`src/rtl/pe_feed_ctrl.sv`:
```
// Feed controller for a MAC processing element: streams weight and feature
// beats into the PE as one-cycle write strobes and sequences jobs node by node.
module pe_feed_ctrl #(
  parameter int unsigned MAC_DIM    = 5,
  parameter int unsigned FEAT_WIDTH = 1,
  parameter int unsigned WGT_WIDTH  = 8,
  parameter int unsigned SPAD_WIDTH = 64,
  parameter int unsigned ADDR_WIDTH = $clog2(SPAD_WIDTH),
  parameter int unsigned WGT_INDEX  = $clog2(WGT_WIDTH),
  parameter int unsigned CNT_WIDTH  = 12
) (
  input  logic                             clk,
  input  logic                             reset,
  input  logic                             start,
  input  logic                             load_wgt,
  input  logic [CNT_WIDTH-1:0]             num_nodes,
  input  logic                             wgt_valid,
  output logic                             wgt_ready,
  input  logic [WGT_WIDTH*WGT_WIDTH-1:0]   wgt_data,
  input  logic                             feat_valid,
  output logic                             feat_ready,
  input  logic [FEAT_WIDTH*SPAD_WIDTH-1:0] feat_data,
  input  logic [ADDR_WIDTH*MAC_DIM-1:0]    feat_addr,
  input  logic [2:0]                       feat_nz,
  input  logic                             feat_last,
  input  logic                             pe_out_vd,
  output logic [ADDR_WIDTH*MAC_DIM-1:0]    addr_bus,
  output logic [FEAT_WIDTH*SPAD_WIDTH-1:0] data_bus,
  output logic [2:0]                       non_zero_num,
  output logic                             acc,
  output logic                             done,
  output logic                             w_we,
  output logic                             x_we,
  output logic                             busy,
  output logic                             complete,
  output logic                             nz_err
);

  localparam int unsigned AddrW = ADDR_WIDTH * MAC_DIM;
  localparam int unsigned DataW = FEAT_WIDTH * SPAD_WIDTH;
  localparam logic [2:0] NzMax = 3'(MAC_DIM);
  localparam logic [WGT_INDEX-1:0] LastWgt = WGT_INDEX'(WGT_WIDTH - 1);

  typedef enum logic [2:0] {StIdle, StWload, StFeed, StWaitOut, StFin} state_e;

  state_e               state_q, state_d;
  logic [CNT_WIDTH-1:0] num_nodes_q, num_nodes_d;
  logic [CNT_WIDTH-1:0] node_cnt_q, node_cnt_d;
  logic [WGT_INDEX-1:0] beat_cnt_q, beat_cnt_d;
  logic                 first_q, first_d;
  logic [AddrW-1:0]     addr_q, addr_d;
  logic [DataW-1:0]     data_q, data_d;
  logic [2:0]           nz_q, nz_d;
  logic                 acc_q, acc_d;
  logic                 done_q, done_d;
  logic                 w_we_q, w_we_d;
  logic                 x_we_q, x_we_d;
  logic                 nz_err_q, nz_err_d;

  logic wgt_hs, feat_hs;

  // Ready depends on state only so the sender never sees a valid->ready path.
  assign wgt_ready  = (state_q == StWload);
  assign feat_ready = (state_q == StFeed);
  assign wgt_hs     = wgt_valid & wgt_ready;
  assign feat_hs    = feat_valid & feat_ready;

  always_comb begin
    state_d     = state_q;
    num_nodes_d = num_nodes_q;
    node_cnt_d  = node_cnt_q;
    beat_cnt_d  = beat_cnt_q;
    first_d     = first_q;
    addr_d      = addr_q;
    data_d      = data_q;
    nz_d        = nz_q;
    acc_d       = acc_q;
    done_d      = done_q;
    w_we_d      = 1'b0;
    x_we_d      = 1'b0;
    nz_err_d    = nz_err_q;

    unique case (state_q)
      StIdle: begin
        if (start) begin
          num_nodes_d = num_nodes;
          node_cnt_d  = '0;
          beat_cnt_d  = '0;
          first_d     = 1'b1;
          if (num_nodes == '0) begin
            state_d = StFin;
          end else if (load_wgt) begin
            state_d = StWload;
          end else begin
            state_d = StFeed;
          end
        end
      end
      StWload: begin
        if (wgt_hs) begin
          w_we_d                 = 1'b1;
          data_d                 = DataW'(wgt_data);
          addr_d                 = '0;
          addr_d[WGT_INDEX-1:0]  = beat_cnt_q;
          if (beat_cnt_q == LastWgt) begin
            beat_cnt_d = '0;
            state_d    = StFeed;
          end else begin
            beat_cnt_d = beat_cnt_q + WGT_INDEX'(1);
          end
        end
      end
      StFeed: begin
        if (feat_hs) begin
          x_we_d = 1'b1;
          data_d = feat_data;
          addr_d = feat_addr;
          if (feat_nz > NzMax) begin
            nz_d     = NzMax;
            nz_err_d = 1'b1;
          end else begin
            nz_d = feat_nz;
          end
          acc_d   = ~first_q;
          done_d  = feat_last;
          // The beat after a node's last beat opens the next node.
          first_d = feat_last;
          if (feat_last) begin
            state_d = StWaitOut;
          end
        end
      end
      StWaitOut: begin
        if (pe_out_vd) begin
          if (node_cnt_q + CNT_WIDTH'(1) == num_nodes_q) begin
            node_cnt_d = '0;
            state_d    = StFin;
          end else begin
            node_cnt_d = node_cnt_q + CNT_WIDTH'(1);
            state_d    = StFeed;
          end
        end
      end
      StFin: begin
        state_d = StIdle;
      end
      default: begin
        state_d = StIdle;
      end
    endcase
  end

  always_ff @(posedge clk or posedge reset) begin
    if (reset) begin
      state_q     <= StIdle;
      num_nodes_q <= '0;
      node_cnt_q  <= '0;
      beat_cnt_q  <= '0;
      first_q     <= 1'b0;
      addr_q      <= '0;
      data_q      <= '0;
      nz_q        <= '0;
      acc_q       <= 1'b0;
      done_q      <= 1'b0;
      w_we_q      <= 1'b0;
      x_we_q      <= 1'b0;
      nz_err_q    <= 1'b0;
    end else begin
      state_q     <= state_d;
      num_nodes_q <= num_nodes_d;
      node_cnt_q  <= node_cnt_d;
      beat_cnt_q  <= beat_cnt_d;
      first_q     <= first_d;
      addr_q      <= addr_d;
      data_q      <= data_d;
      nz_q        <= nz_d;
      acc_q       <= acc_d;
      done_q      <= done_d;
      w_we_q      <= w_we_d;
      x_we_q      <= x_we_d;
      nz_err_q    <= nz_err_d;
    end
  end

  assign addr_bus     = addr_q;
  assign data_bus     = data_q;
  assign non_zero_num = nz_q;
  assign acc          = acc_q;
  assign done         = done_q;
  assign w_we         = w_we_q;
  assign x_we         = x_we_q;
  assign nz_err       = nz_err_q;
  assign busy         = (state_q != StIdle);
  assign complete     = (state_q == StFin);

endmodule

```
`config.mk`:
```
export PLATFORM = sky130hd
export DESIGN_NAME = pe_feed_ctrl
export DESIGN_NICKNAME = d
export VERILOG_FILES = /design/src/rtl/pe_feed_ctrl.sv
export SDC_FILE = /design/constraint.sdc
export NUM_CORES = 1
export LEC_CHECK = 0
export ABC_AREA = 1
export BUFFER_PORTS_ARGS = -buffer_cell sky130_fd_sc_hd__buf_2
export CORE_ASPECT_RATIO = 1.25
export CORE_MARGIN = 1
export CORE_UTILIZATION = 51
export DETAILED_ROUTE_END_ITERATION = 12
export GPL_TIMING_DRIVEN = 0
export PLACE_DENSITY = 0.93
export SETUP_SLACK_MARGIN = 0.3
export SLEW_MARGIN = 25
export SYNTH_ARGS = -nofsm -noshare
export SYNTH_HDL_FRONTEND = slang
export SYNTH_SLANG_ARGS = --single-unit
```
`constraint.sdc`:
```
create_clock -name clk -period 5.86 [get_ports clk]
set_input_delay 0.586 -clock clk [delete_from_list [all_inputs] [get_ports clk]]
set_output_delay 0.586 -clock clk [all_outputs]
set_load 0.02 [all_outputs]
```
==> flow_metrics.env <==
export IMPL_status="complete, no violations"
export IMPL_via_per_inst=5.46
export IMPL_rrSetupSlack_ps=3660
export IMPL_cts_resized=0
export IMPL_hold_slack_ps=166
export IMPL_clk_latency_ps=420
export IMPL_cts_tree="yes"
export IMPL_critPathCaptureType="primary output"
export IMPL_synth_largest_area_cell="dfrtp_1"
export IMPL_maxCapViolations=0
export IMPL_synthDistinctLibCells=34
export IMPL_hold_viol=0
export IMPL_wl_per_cell_um=16.2
export IMPL_placed_cells=1243
export IMPL_die_y_um=128
export IMPL_die_w_um=103
export IMPL_dpl_cell_area_um2=8120
export IMPL_utilization_pct=72.0
export IMPL_tightest_slew_ps=565
export IMPL_core_um2=12200
export IMPL_netlist_area_um2=6450
export IMPL_timing_fmax_mhz=348
export IMPL_gp_congestion=0.890
export IMPL_grt_pass1_vias=6758
export IMPL_rsz0062_at_grt="false"
export IMPL_finalSetupViolations=0
export IMPL_period_needed_ps=2870
export IMPL_maxUsedRoutingLayer="met4"
export IMPL_ys_warn_count=0
export IMPL_cp_required_ps=5270
export IMPL_ios=287
export IMPL_power_leakage_nw=4.53
export IMPL_dp_hpwl_mm=15.3
export IMPL_post_route_worst_setup_slack_ps=2990
export IMPL_clockBufferDepth=2
export IMPL_core_rowCount=45
export IMPL_grt_start_max_net_pins=84
export IMPL_nNetsFinal=1282
export IMPL_initial_core_util_pct=52.8
export IMPL_clkTransAtPathRegs_ps=60
export IMPL_grt_pass1_wl_mm=32.3
export IMPL_clock_sinks=133
export IMPL_path_class="register to primary output"
export IMPL_powerDensity_nw_per_um2=590
export IMPL_layout_drive_gt1_share_pct=34.7
export IMPL_cts_max_level=4
export IMPL_netlist_top_cells_area="dfrtp_1 52%, nand2_1 15%, nand3_1 7.2%"
export IMPL_maxSlewViolCount=0
export IMPL_place_ws_ps=3410
export IMPL_grt_use_total_pct=32.4
export IMPL_power_mw=5.19
export IMPL_synthFlopType="dfrtp_1"
export IMPL_yosysMostFrequentCell="nand2_1"
export IMPL_root_buffer="clkbuf_16"
export IMPL_routed_wirelength_mm=20.7
export IMPL_arrival_ps=2290
export IMPL_cts_hold_buf=0
export IMPL_r2r_start="state_q[2]"
export IMPL_slew_headroom_pct=62.3
export IMPL_synth_top_area_share_pct=51.6
export IMPL_syn_avg_cell_area_um2=8.14
export IMPL_die_area_um2=13100
export IMPL_wl_met2_mm=10.6
export IMPL_hold_path_class="primary input to async pin"
export IMPL_stdcell_area_um2=8800
export IMPL_grt_overflow=0
export IMPL_dr_wl_met3_mm=1.53
export IMPL_first_pass_iters=5
export IMPL_seq_area_frac_synth_pct=51.6
export IMPL_setup_worst_path_start_class="register"
export IMPL_drt_iter0_markers=394
export IMPL_area_delta_synth_final_pct=36.4
export IMPL_setup_worst_path_start="state_q[2]"
export IMPL_antenna_found_initial=1
export IMPL_fin_crit_sh_pct=49.0
export IMPL_syn_num_nets=976
export IMPL_max_vdd_ir_drop_uv=347
export IMPL_post_cts_buffers=0
export IMPL_io_buffers=286
export IMPL_syn_inst=792
export IMPL_wl_met1_mm=7.44
export IMPL_tns_ps=0
export IMPL_via_count=6969
export IMPL_synthTopCellsByCount="254 x nand2_1, 133 x dfrtp_1, 93 x nand3_1"
export IMPL_drtAntennaViolNets=0
export IMPL_cts_buffers=17
export IMPL_clock_skew_final_ps=7.83
export IMPL_synth_seq_cells=133
export IMPL_drc=0
export IMPL_path_max_fanout=10
export IMPL_synth_edf_count=0
export IMPL_fin_cells=1276
export IMPL_synthArstFlopShare_pct=100
[cell families (layout without fill, tap and decap cells)]
family | after synthesis | count (layout) | share of synthesized area (%)
and+or+nand+nor | 461 | 461 | 30.8
DFF | 133 | 133 | 51.6
AOI/OAI and AO/OA | 105 | 105 | 10.7
buffers and inverters | 87 | 406 | 5.92
adders and majority gates | 3 | 3 | 0.582
xor gates and xnor gates | 3 | 3 | 0.408
other | 0 | 1 | 0
[critical path, cell delays in order (launching register included)]
cell	delay (ps)
dfrtp_1	460
nor2_2	140
nand2_2	150
inv_2	210
buf_4	230
clkbuf_1	410
buf_2	260
[final cells by class]
type,instances,area [um^2]
fillers,934,3420
flip-flops and latches,133,3330
multi-input cells,572,2740
repair buffers,287,1460
clock buffers,21,480
plain buffers,44,220
well taps,164,205
clock inverters,11,195
inverters,43,169
diodes,1,2.50
[flip-flops by register name, summed over array words and instances, names as in the netlist]
register / count
acc: 1
addr_bus: 30
beat_cnt_q: 3
data_bus: 64
done: 1
first_q: 1
node_cnt_q: 12
non_zero_num: 3
num_nodes_q: 12
nz_err: 1
state_q: 3
w_we: 1
x_we: 1
[cell usage in the layout, fill, tap and decap left out, drive strengths merged]
| cell type | count |
|---|---|
| dfrtp | 133 |
| nor2 | 93 |
| buf | 311 |
| nand3 | 94 |
| diode | 1 |
| clkbuf | 41 |
| bufinv | 5 |
| a21oi | 3 |
| a31oi | 68 |
| xnor2 | 1 |
| clkinv | 2 |
| nand3b | 1 |
| nand2 | 262 |
| nor3 | 5 |
| ha | 3 |
| clkinvlp | 3 |
| o22ai | 11 |
| o21ai | 22 |
| or2 | 1 |
| nand4 | 4 |
| xor2 | 2 |
| o21a | 1 |
| inv | 44 |
| nor4 | 1 |
[power by group]
part	switching, mW	internal (mW)
registers	0.234	1.33
logic	1.64	0.774
clock network	0.407	0.802
total	2.28	2.91
[worst paths after layout]
| check | endpoint | cells past startpoint |
|---|---|---|
| setup / recovery | feat_ready | 6 |
| hold / removal | data_bus[51] | 2 |
| setup reg to reg | data_bus[49] | 8 |
| hold reg to reg | nz_err | 2 |
| max in group asynchronous | non_zero_num[1] | 3 |
| min in group clk | addr_bus[15] | 3 |
[per-layer routing]
| metal | up-vias | track usage [%] |
|---|---|---|
| li1 | 3238 | - |
| met2 | 375 | 56.3 |
| met5 | - | 0 |
| met3 | 94 | 7.03 |
| met1 | 3262 | 36.0 |
| met4 | 0 | 19.1 |
No activity file was read; power rests on OpenSTA's default activity.
